$ cat config.mk
export PLATFORM = sky130hd
export DESIGN_NAME = conv3x3_psum_gen
export DESIGN_NICKNAME = d
export VERILOG_FILES = /design/src/rtl/conv3x3_psum_gen.sv
export SDC_FILE = /design/constraint.sdc
export NUM_CORES = 1
export LEC_CHECK = 0
export CAP_MARGIN = 5
export CORE_MARGIN = 2
export CORE_UTILIZATION = 31
export CTS_CLUSTER_SIZE = 12
export DETAILED_ROUTE_END_ITERATION = 12
export GPL_TIMING_DRIVEN = 1
export PLACE_DENSITY = 0.5
export RECOVER_POWER = 50
export SLEW_MARGIN = 10
export SYNTH_ARGS = -nofsm -noshare
export SYNTH_HDL_FRONTEND = slang
export SYNTH_SLANG_ARGS = --single-unit
$ cat constraint.sdc
create_clock -name clk -period 18.4 [get_ports clk]
set_input_delay 1.84 -clock clk [delete_from_list [all_inputs] [get_ports clk]]
set_output_delay 1.84 -clock clk [all_outputs]
set_load 0.03 [all_outputs]
$ cat src/rtl/conv3x3_psum_gen.sv
// Sequential 3x3 convolution MAC: one pixel/weight tap per cycle, emits three signed row partial sums.
// Define CONV_PSUM_BIAS_EN to add a bias port that seeds the row-0 sum at the first tap of each window.
module conv3x3_psum_gen #(
  parameter int PIX_W  = 8,
  parameter int WGT_W  = 20,
  parameter int PSUM_W = 34
) (
  input  logic              clk,
  input  logic              rst,
  input  logic              in_valid,
  output logic              in_ready,
  input  logic [PIX_W-1:0]  pixel,
  input  logic [WGT_W-1:0]  weight,
  output logic              out_valid,
  input  logic              out_ready,
  output logic [PSUM_W-1:0] psum0,
  output logic [PSUM_W-1:0] psum1,
  output logic [PSUM_W-1:0] psum2,
`ifdef CONV_PSUM_BIAS_EN
  input  logic [PSUM_W-1:0] bias,
`endif
  output logic [3:0]        tap_idx
);

  localparam int PROD_W = PIX_W + WGT_W + 1;

  localparam logic [0:0] ST_ACC  = 1'b0;
  localparam logic [0:0] ST_HOLD = 1'b1;

  localparam logic [3:0] LAST_TAP = 4'd8;

  logic [0:0]        state_q, state_d;
  logic [3:0]        tap_idx_q, tap_idx_d;
  logic [PSUM_W-1:0] psum0_q, psum0_d;
  logic [PSUM_W-1:0] psum1_q, psum1_d;
  logic [PSUM_W-1:0] psum2_q, psum2_d;

  logic              first_tap;
  logic [1:0]        row_sel;
  logic [PSUM_W-1:0] init0;
  logic [PSUM_W-1:0] base0, base1, base2;
  logic [PROD_W-1:0] pix_ext, wgt_ext, prod;
  logic [PSUM_W-1:0] prod_ext;

  // Pixel is zero-extended (unsigned), weight sign-extended; the low PROD_W bits of the product are exact.
  assign pix_ext  = {{(PROD_W-PIX_W){1'b0}}, pixel};
  assign wgt_ext  = {{(PROD_W-WGT_W){weight[WGT_W-1]}}, weight};
  assign prod     = pix_ext * wgt_ext;
  assign prod_ext = {{(PSUM_W-PROD_W){prod[PROD_W-1]}}, prod};

  assign first_tap = (tap_idx_q == 4'd0);

`ifdef CONV_PSUM_BIAS_EN
  assign init0 = bias;
`else
  assign init0 = '0;
`endif

  // Sums restart at tap 0 so nothing from the previous window can leak forward.
  assign base0 = first_tap ? init0 : psum0_q;
  assign base1 = first_tap ? '0    : psum1_q;
  assign base2 = first_tap ? '0    : psum2_q;

  always_comb begin
    if (tap_idx_q < 4'd3) begin
      row_sel = 2'd0;
    end else if (tap_idx_q < 4'd6) begin
      row_sel = 2'd1;
    end else begin
      row_sel = 2'd2;
    end
  end

  always_comb begin
    // NOTE: every _d gets a default first so no path leaves it unassigned (no latch).
    state_d   = state_q;
    tap_idx_d = tap_idx_q;
    psum0_d   = psum0_q;
    psum1_d   = psum1_q;
    psum2_d   = psum2_q;
    case (state_q)
      ST_ACC: begin
        if (in_valid) begin
          psum0_d = (row_sel == 2'd0) ? base0 + prod_ext : base0;
          psum1_d = (row_sel == 2'd1) ? base1 + prod_ext : base1;
          psum2_d = (row_sel == 2'd2) ? base2 + prod_ext : base2;
          if (tap_idx_q == LAST_TAP) begin
            tap_idx_d = 4'd0;
            state_d   = ST_HOLD;
          end else begin
            tap_idx_d = tap_idx_q + 4'd1;
          end
        end
      end
      ST_HOLD: begin
        if (out_ready) begin
          state_d = ST_ACC;
        end
      end
      default: state_d = ST_ACC;
    endcase
  end

  always_ff @(posedge clk) begin
    // NOTE: state updates use non-blocking assignments so every flop samples pre-edge values.
    if (rst) begin
      state_q   <= ST_ACC;
      tap_idx_q <= 4'd0;
      psum0_q   <= '0;
      psum1_q   <= '0;
      psum2_q   <= '0;
    end else begin
      state_q   <= state_d;
      tap_idx_q <= tap_idx_d;
      psum0_q   <= psum0_d;
      psum1_q   <= psum1_d;
      psum2_q   <= psum2_d;
    end
  end

  assign in_ready  = (state_q == ST_ACC);
  assign out_valid = (state_q == ST_HOLD);
  assign tap_idx   = tap_idx_q;
  assign psum0     = psum0_q;
  assign psum1     = psum1_q;
  assign psum2     = psum2_q;

endmodule
Yosys cells after proc, flatten, opt, wreduce, memory -nomap -nowiden
Index checks and enable logic that the tools add are counted.

word-level totals
  ROM bits = 0
  memories = 0
  output and inout port bits = 108
  flip-flop bits (word level) = 107
  RAM bits = 0
  bits in latches = 0
  word-level logic and storage cells = 32
  input port bits = 32

cells by class
  bitwise logic cells = 1
  reductions and logical operators = 3
  eq/ne operators = 3
  $add $sub $neg = 4
  div/mod/pow operators = 0
  shifts and indexed selects = 0
  mux-type cells = 13
  multipliers = 1
  magnitude comparators = 2

operators with widths
  kind                                                                  count
  34-bit 2-to-1 mux                                                     6
  34-bit adder                                                          3
  9-bit by 20-bit multiplier with 29-bit output                         1
  4-bit by 1-bit adder with 4-bit output, second input constant         1
  4-bit == test, second input constant                                  1
  4-bit zero test                                                       1
  4-bit by 2-bit < comparator with 1-bit output, second input constant  1
  4-bit by 3-bit < comparator with 1-bit output, second input constant  1
  2-bit 2-to-1 mux                                                      2
  4-bit 2-to-1 mux                                                      1
  1-bit 2-to-1 mux                                                      3
  2-bit by 1-bit == test with 1-bit output, second input constant       1
  2-bit == test, second input constant                                  1
  2-bit zero test                                                       1
  1-bit one-hot mux with 2 select lines                                 1
  2-bit AND reduction                                                   1
  1-bit inverter                                                        1

Longest topological paths before layout
Gate-level depths: netlist of the first run.

  word-level depth = 5
  gate-level depth with buffers = 33
  gate-level depth less buffers = 32

Worst setup path before layout of the first run
No wires, ideal clock.

  path type = input to register
  from = in pixel[0]
  to = reg psum2_q[33] (netlist: psum2[33])
  path buffers = 1
  arrival time = 8.353 ns
  library setup time = 0.121 ns
  required time = 18.279 ns
  slack = 9.927 ns
  stages = 32
  cells stage by stage = clkbuf_1 nand2_1 fa_1 inv_1 ha_1 ha_1 inv_1 fa_1 inv_1 ha_1 fa_1 a21o_1 a21oi_1 nor2b_1 o21a_1 o22a_1 a21oi_1 o21bai_1 a21oi_1 xnor2_1 ha_1 a21o_1 a21o_1 a21oi_1 o21ai_0 a21oi_1 nor4_1 o2111a_1 a211oi_1 o21ai_0 mux2i_1 mux2_2

between the ends
  word-level cells in the longest chain between the ends = 3

ends and longest elaborated chain
  what                                           RTL line  text
  start, declared                                12        input logic [PIX_W-1:0] pixel,
  9-bit by 20-bit multiplier with 29-bit output  48        assign prod = pix_ext * wgt_ext;
  34-bit adder                                   86        psum2_d = (row_sel == 2'd2) ? base2 + prod_ext : base2;
  34-bit 2-to-1 mux                              86
  end signal, assigned                           117       psum2_q <= psum2_d;
  end, declared                                  36        logic [PSUM_W-1:0] psum2_q, psum2_d;

Every way passes these cells.
A chain may end at the register's enable or synchronous reset.

Worst setup path in the final report of the first run
Ends and elaborated chain as after synthesis.

==> metrics.txt, run 1 <==
Seq/Total Area, Yosys=14.3%; post-detail-place hpwl=33600 µm; Worst-Skew Late Latency=0.37 ns; FMAX=103 MHz; area leader, netlist=fa_1; Total Nets Final=2252; total core area=0.0476 mm²; Final ANT Viol Nets=0; Yosys top cell area share=17.3%; Buffers on Ports=139; Via Count=13000; vias per cell=5.08; Setup CP Type=input pin to flop; Initial Utilization=31.3%; Rows=80; most frequent CP cell=a21oi_1; top_reg_cell synth=dfxtp_1; worst hold path type=flop to flop; Reg2Reg Setup Slack=13.38 ns; Cell Area, Synth=0.0149 mm²; CTS resizes=0; Sink Count=107; DRT Pass-1 Iters=6; CP endpoint kind=flop; top cells by area, synth=fa_1 17%, dfxtp_1 14%, ha_1 13%, and2_1 8.0%, inv_1 5.5%; syn_nets=2157; Die W=223 µm; outcome=finished clean; ys async rst share=0%; Final Hold Viols=0; Clock Pin Slew Worst Setup and Hold Paths=0.07 ns; hold_buf cts=0; Crit path max-delay family=compound AO/OA/AOI/OAI gates; diode count=0; grt ovf=0; Worst-Margin Slew=1.21 ns; largest net degree at the start of global routing=75; maxcap violations=0; Layout Skew=0.0118 ns; WL final=42400 µm; yosys warns=0; Post-synth EDFFs=0; register bit total from synthesis=107; # Post-CTS Setup Buffers=0; min Tclk post-route=9.68 ns; CP bufs+invs=4; Worst slew margin=19.1%; GRT Total Usage=17.5%; count of cell types in the netlist=86; CP Data Arrival Time=9.93 ns; crit path max-delay cell type=clkdlybuf4s50_1; GPL Wtd Cong=0.843; RSZ-0062 raised after global routing=false; DRC violations left=0; crit path launch type=input pin; clk buf depth=2; CTS Root Cell=clkbuf_16; crit-path max FO=20; I/O Pins=140; WL per Instance=16.6 µm; Die ar.=0.0499 mm²; first-pass GRT wire length=70200 µm; layout cell share with drive strength beyond 1=2.99%; antenna violations before repair=1; final setup vio count=0; Initial DRC Count=565; CP max stage delay=1.04 ns; TritonCTS clock tree=done; Layout area overhead=15.5%; syn avg cell area=8.10 µm²; Post-Route Setup TNS=0 ns; CP required=18.65 ns; Die H=223 µm; Num CTS Buffers=9; Slew Limit Fails=0; htree depth=3; final period utilization=52.6%; Syn Inst Count=1843; vias in the first global route=13300
==> cell type report <==
type	instances	area, µm²
tap	615	769
multi-input combinational	1449	11700
timing repair buffer	151	1480
clock buffer	10	239
fill	4955	30400
clock inverter	6	62.6
inverter	220	828
sequential	107	2140
==> tightest hold or removal path, cell delays in order (launching register included) <==
cell and delay, ns:
dfxtp_1 0.32, nand2_1 0.05, o21ai_1 0.05
==> cell usage in the layout, fill, tap and decap left out, types with 35 or more instances in the layout <==
cell,instances
inv_1,217
and2_1,192
ha_1,153
nand2_1,139
fa_1,129
nor2_1,125
a21oi_1,121
dfxtp_1,107
dlygate4sd3_1,103
xnor2_1,76
a21o_1,65
o21ai_0,64
a22oi_1,63
clkdlybuf4s50_1,35
==> layer usage <==
| layer | wire (µm) | global-route usage, % | vias up |
|---|---|---|---|
| li1 | - | - | 6461 |
| met1 | 19500 | 22.5 | 6275 |
| met2 | 20800 | 31.3 | 225 |
| met3 | 1390 | 2.08 | 38 |
| met4 | 678 | 3.72 | 0 |
| met5 | 0 | 0 | - |
==> final timing paths <==
kind / from / to / depth (start not counted)
max: pixel[0] / psum2[33] / 32
min: psum0[30] / psum0[30] / 2
max reg2reg: tap_idx[1] / psum0[33] / 18
min reg2reg: psum0[30] / psum0[30] / 2
==> registers in the layout (all words and copies together) (netlist names) <==
signal / cells
psum0: 34
tap_idx: 4
psum2: 34
out_valid: 1
psum1: 34
==> metrics by stage <==
| stage | hold slack (ns) | setup slack [ns] | instance area [µm²] | util (%) | std cells |
|---|---|---|---|---|---|
| final | 0.465 | 8.72 | 17200 | 36.2 | 2558 |
| after CTS | 0.472 | 8.73 | 17200 | 36.2 | 2558 |
| after floorplan | 0.581 | 9.93 | 14900 | - | 1843 |
| after global placement | 0.457 | 8.41 | 16900 | 35.6 | 2542 |
| after global routing | 0.505 | 8.11 | 17200 | 36.2 | 2558 |
| after detailed placement | 0.458 | 8.35 | 16900 | 35.6 | 2542 |
==> synth_stat cells (all sizes together), types with 8 or more instances <==
| library cell | instances |
|---|---|
| ha | 153 |
| nand2b | 14 |
| o21ai | 72 |
| a32oi | 8 |
| xor2 | 32 |
| a21o | 65 |
| dfxtp | 107 |
| xnor2 | 76 |
| a22oi | 63 |
| nor2 | 127 |
| nor3 | 21 |
| fa | 129 |
| o21a | 17 |
| a31oi | 11 |
| o211ai | 9 |
| a21oi | 124 |
| inv | 220 |
| nand4 | 15 |
| a211oi | 12 |
| clkbuf | 61 |
| or3 | 8 |
| nand2 | 140 |
| nand3 | 25 |
| and2 | 193 |
| and3 | 9 |
| o21bai | 16 |
| a22o | 10 |
| nor2b | 14 |
==> cells by family after synthesis <==
| logic type | share of synthesized area (%) |
|---|---|
| multiplexers | 0.352 |
| adder cells (fa/ha/maj) | 30.5 |
| flip-flops | 14.3 |
| buffers and inverters | 7.29 |
| AND/OR/NAND/NOR | 20.2 |
| XOR/XNOR | 6.61 |
| AO/OA/AOI/OAI | 20.7 |
Power of run 1 is not shown: default switching activity piles up to over one toggle a cycle in this logic, so the estimate is an artifact.
==> inputs of run 2 (changes only) <==
--- a/config.mk
+++ b/config.mk
@@ -11,7 +11,7 @@
 export CTS_CLUSTER_SIZE = 12
 export DETAILED_ROUTE_END_ITERATION = 12
 export GPL_TIMING_DRIVEN = 1
-export PLACE_DENSITY = 0.5
+export PLACE_DENSITY = 0.52
 export RECOVER_POWER = 50
 export SLEW_MARGIN = 10
 export SYNTH_ARGS = -nofsm -noshare
==> constraint.sdc (replaced) <==
create_clock -name clk -period 8.8 [get_ports clk]
set_input_delay 0.88 -clock clk [delete_from_list [all_inputs] [get_ports clk]]
set_output_delay 0.88 -clock clk [all_outputs]
set_load 0.03 [all_outputs]
==> metrics.txt, run 2 (synthesis gave the netlist of run 1 again) <==
Setup CP Type=input pin to flop (unchanged); Slew Limit Fails=0 (unchanged); CP Data Arrival Time=8.41 ns (was 9.93 ns); TritonCTS clock tree=done (unchanged); DRC violations left=0 (unchanged); Worst-Skew Late Latency=0.37 ns (about the same); Die H=223 µm (unchanged); htree depth=3 (unchanged); worst r2r src=tap_idx[0] (was tap_idx[1]); Clock Pin Slew Worst Setup and Hold Paths=0.08 ns (was 0.07 ns); grt ovf=0 (unchanged); met2 usage=30.8% (was 31.3%); WL final=42400 µm (about the same); CP required=9.06 ns (was 18.65 ns); I/O Pins=140 (unchanged); Buffers on Ports=139 (unchanged); gr busiest metal=met2 (unchanged); Total Nets Final=2271 (was 2252); Via Count=13100 (was 13000); Critical R2R Capture=psum0[33] (unchanged); final period utilization=92.6%; CP max stage delay=0.73 ns (was 1.04 ns); Worst-Margin Slew=1.28 ns (was 1.21 ns); maxcap violations=0 (unchanged); Final ANT Viol Nets=0 (unchanged); diode count=0 (unchanged); Initial Utilization=31.3% (unchanged); Reg2Reg Setup Slack=3.79 ns (was 13.38 ns); area taken by multi-input logic gates=0.0117 mm² (about the same); Setup WS pre-CTS=0.173 ns (was 8.35 ns); worst hold path type=flop to flop (unchanged); DRT Pass-1 Iters=5 (was 6); CTS Root Cell=clkbuf_16 (unchanged); RSZ-0062 raised after global routing=false (unchanged); GRT Total Usage=17.4% (was 17.5%); Num CTS Buffers=9 (unchanged); Final Hold Viols=0 (unchanged); clk buf depth=2 (unchanged); vias in the first global route=13200 (was 13300); Post-Route Setup TNS=0 ns (unchanged); most frequent CP cell=o21ai_0 (was a21oi_1); Layout Skew=0.0111 ns (was 0.0118 ns); hold-critical path depth=2 (unchanged); post-route setup slack=0.650 ns (was 8.72 ns); Worst slew margin=14.7% (was 19.1%); GPL Wtd Cong=0.863 (was 0.843); Filler cells=4957 (was 4955); antenna violations before repair=1 (unchanged); Rows=80 (unchanged); Initial DRC Count=719 (was 565); hold path startpoint=psum0[30] (unchanged); met1 Resource Use GR=22.4% (was 22.5%); crit-path max FO=13 (was 20); largest net degree at the start of global routing=71 (was 75); vias per cell=5.10 (was 5.08); total core area=0.0476 mm² (unchanged); WL per Instance=16.5 µm (was 16.6 µm); met3 GRT Util=2.37% (was 2.08%); most common library cell in the layout ignoring fill and taps=inv_1 (unchanged); hold_buf cts=0 (unchanged); FMAX=123 MHz; Layout area overhead=16.6% (was 15.5%); crit path max-delay cell type=clkdlybuf4s50_1 (unchanged); worst hold path endpoint=psum0[30] (unchanged); final setup vio count=0 (unchanged); Die W=223 µm (unchanged); min Tclk post-route=8.15 ns; crit path launch type=input pin (unchanged); Sink Count=107 (unchanged); outcome=finished clean (unchanged); Die ar.=0.0499 mm² (unchanged); layout cell share with drive strength beyond 1=3.92% (was 2.99%); Reg area=0.00214 mm² (unchanged); CP endpoint kind=flop (unchanged); most frequent cells in the layout=217 x inv_1, 192 x and2_1, 153 x ha_1, 139 x nand2_1, 129 x fa_1 (unchanged); r2r worst-path depth=18 (unchanged); post-detail-place hpwl=34000 µm (was 33600 µm); first-pass GRT wire length=69600 µm (was 70200 µm)
==> run 2: changes by cell type in the layout (fill, tap and decap cells not counted) <==
cell and delta:
clkbuf_8 -1, o21ai_2 -1, clkinv_2 -2, clkinvlp_4 +1, buf_4 +19, dlymetal6s2s_1 +1
inv_6 +1, clkdlybuf4s50_1 -1, o21ai_4 +1, bufinv_16 +1
==> run 2: routing by layer <==
| metal | wire length [µm] | share of wire, % |
|---|---|---|
| met5 | 0 | 0 |
| met4 | 663 | 1.6 |
| met2 | 20800 | 49 |
| met1 | 19500 | 46 |
| met3 | 1440 | 3.4 |
==> run 2: critical path: cells and delay by family <==
family | cells | cell delay, ns
adders and majority gates | 6 | 2.64
AOI/OAI and AO/OA | 13 | 2.45
buffers and inverters | 5 | 1.24
muxes | 2 | 0.52
and+or+nand+nor | 3 | 0.42
xor gates and xnor gates | 1 | 0.27
==> run 2: through the flow <==
stage / instance area, µm² / hold WS, ns / utilization, % / instances
6_report: 17400 / 0.472 / 36.5 / 2577
3_3_place_gp: 17100 / 0.457 / 35.9 / 2561
3_5_place_dp: 17100 / 0.460 / 35.9 / 2561
4_1_cts: 17400 / 0.480 / 36.6 / 2577
2_1_floorplan: 14900 / 0.581 / - / 1843
5_1_grt: 17400 / 0.515 / 36.5 / 2577
==> run 2: area by class of cell <==
cell class / count / share of cell area, %
inverters: 220 / 4.76
clock inverters: 7 / 0.568
well taps: 615 / 4.42
repair buffers: 170 / 9.30
multi-input cells: 1449 / 67.4
clock buffers: 9 / 1.29
flip-flops and latches: 107 / 12.3
==> run 2: what timing repair did <==
item                                    CTS  global route
setup buffers                             0             0
resized for setup                         0             1
endpoints found under the setup margin    0             5
==> run 2: worst max-delay path by stage <==
stage                   from        end  slack, ns
floorplan           pixel[0]  psum2[33]       1.29
global placement    pixel[2]  psum2[33]       0.30
detailed placement  pixel[2]  psum1[30]       0.17
CTS                 pixel[2]  psum1[30]       0.56
global route        pixel[0]  psum2[33]       0.06
finish              pixel[4]  psum2[33]       0.65
Power of run 2 is left out for the same reason.
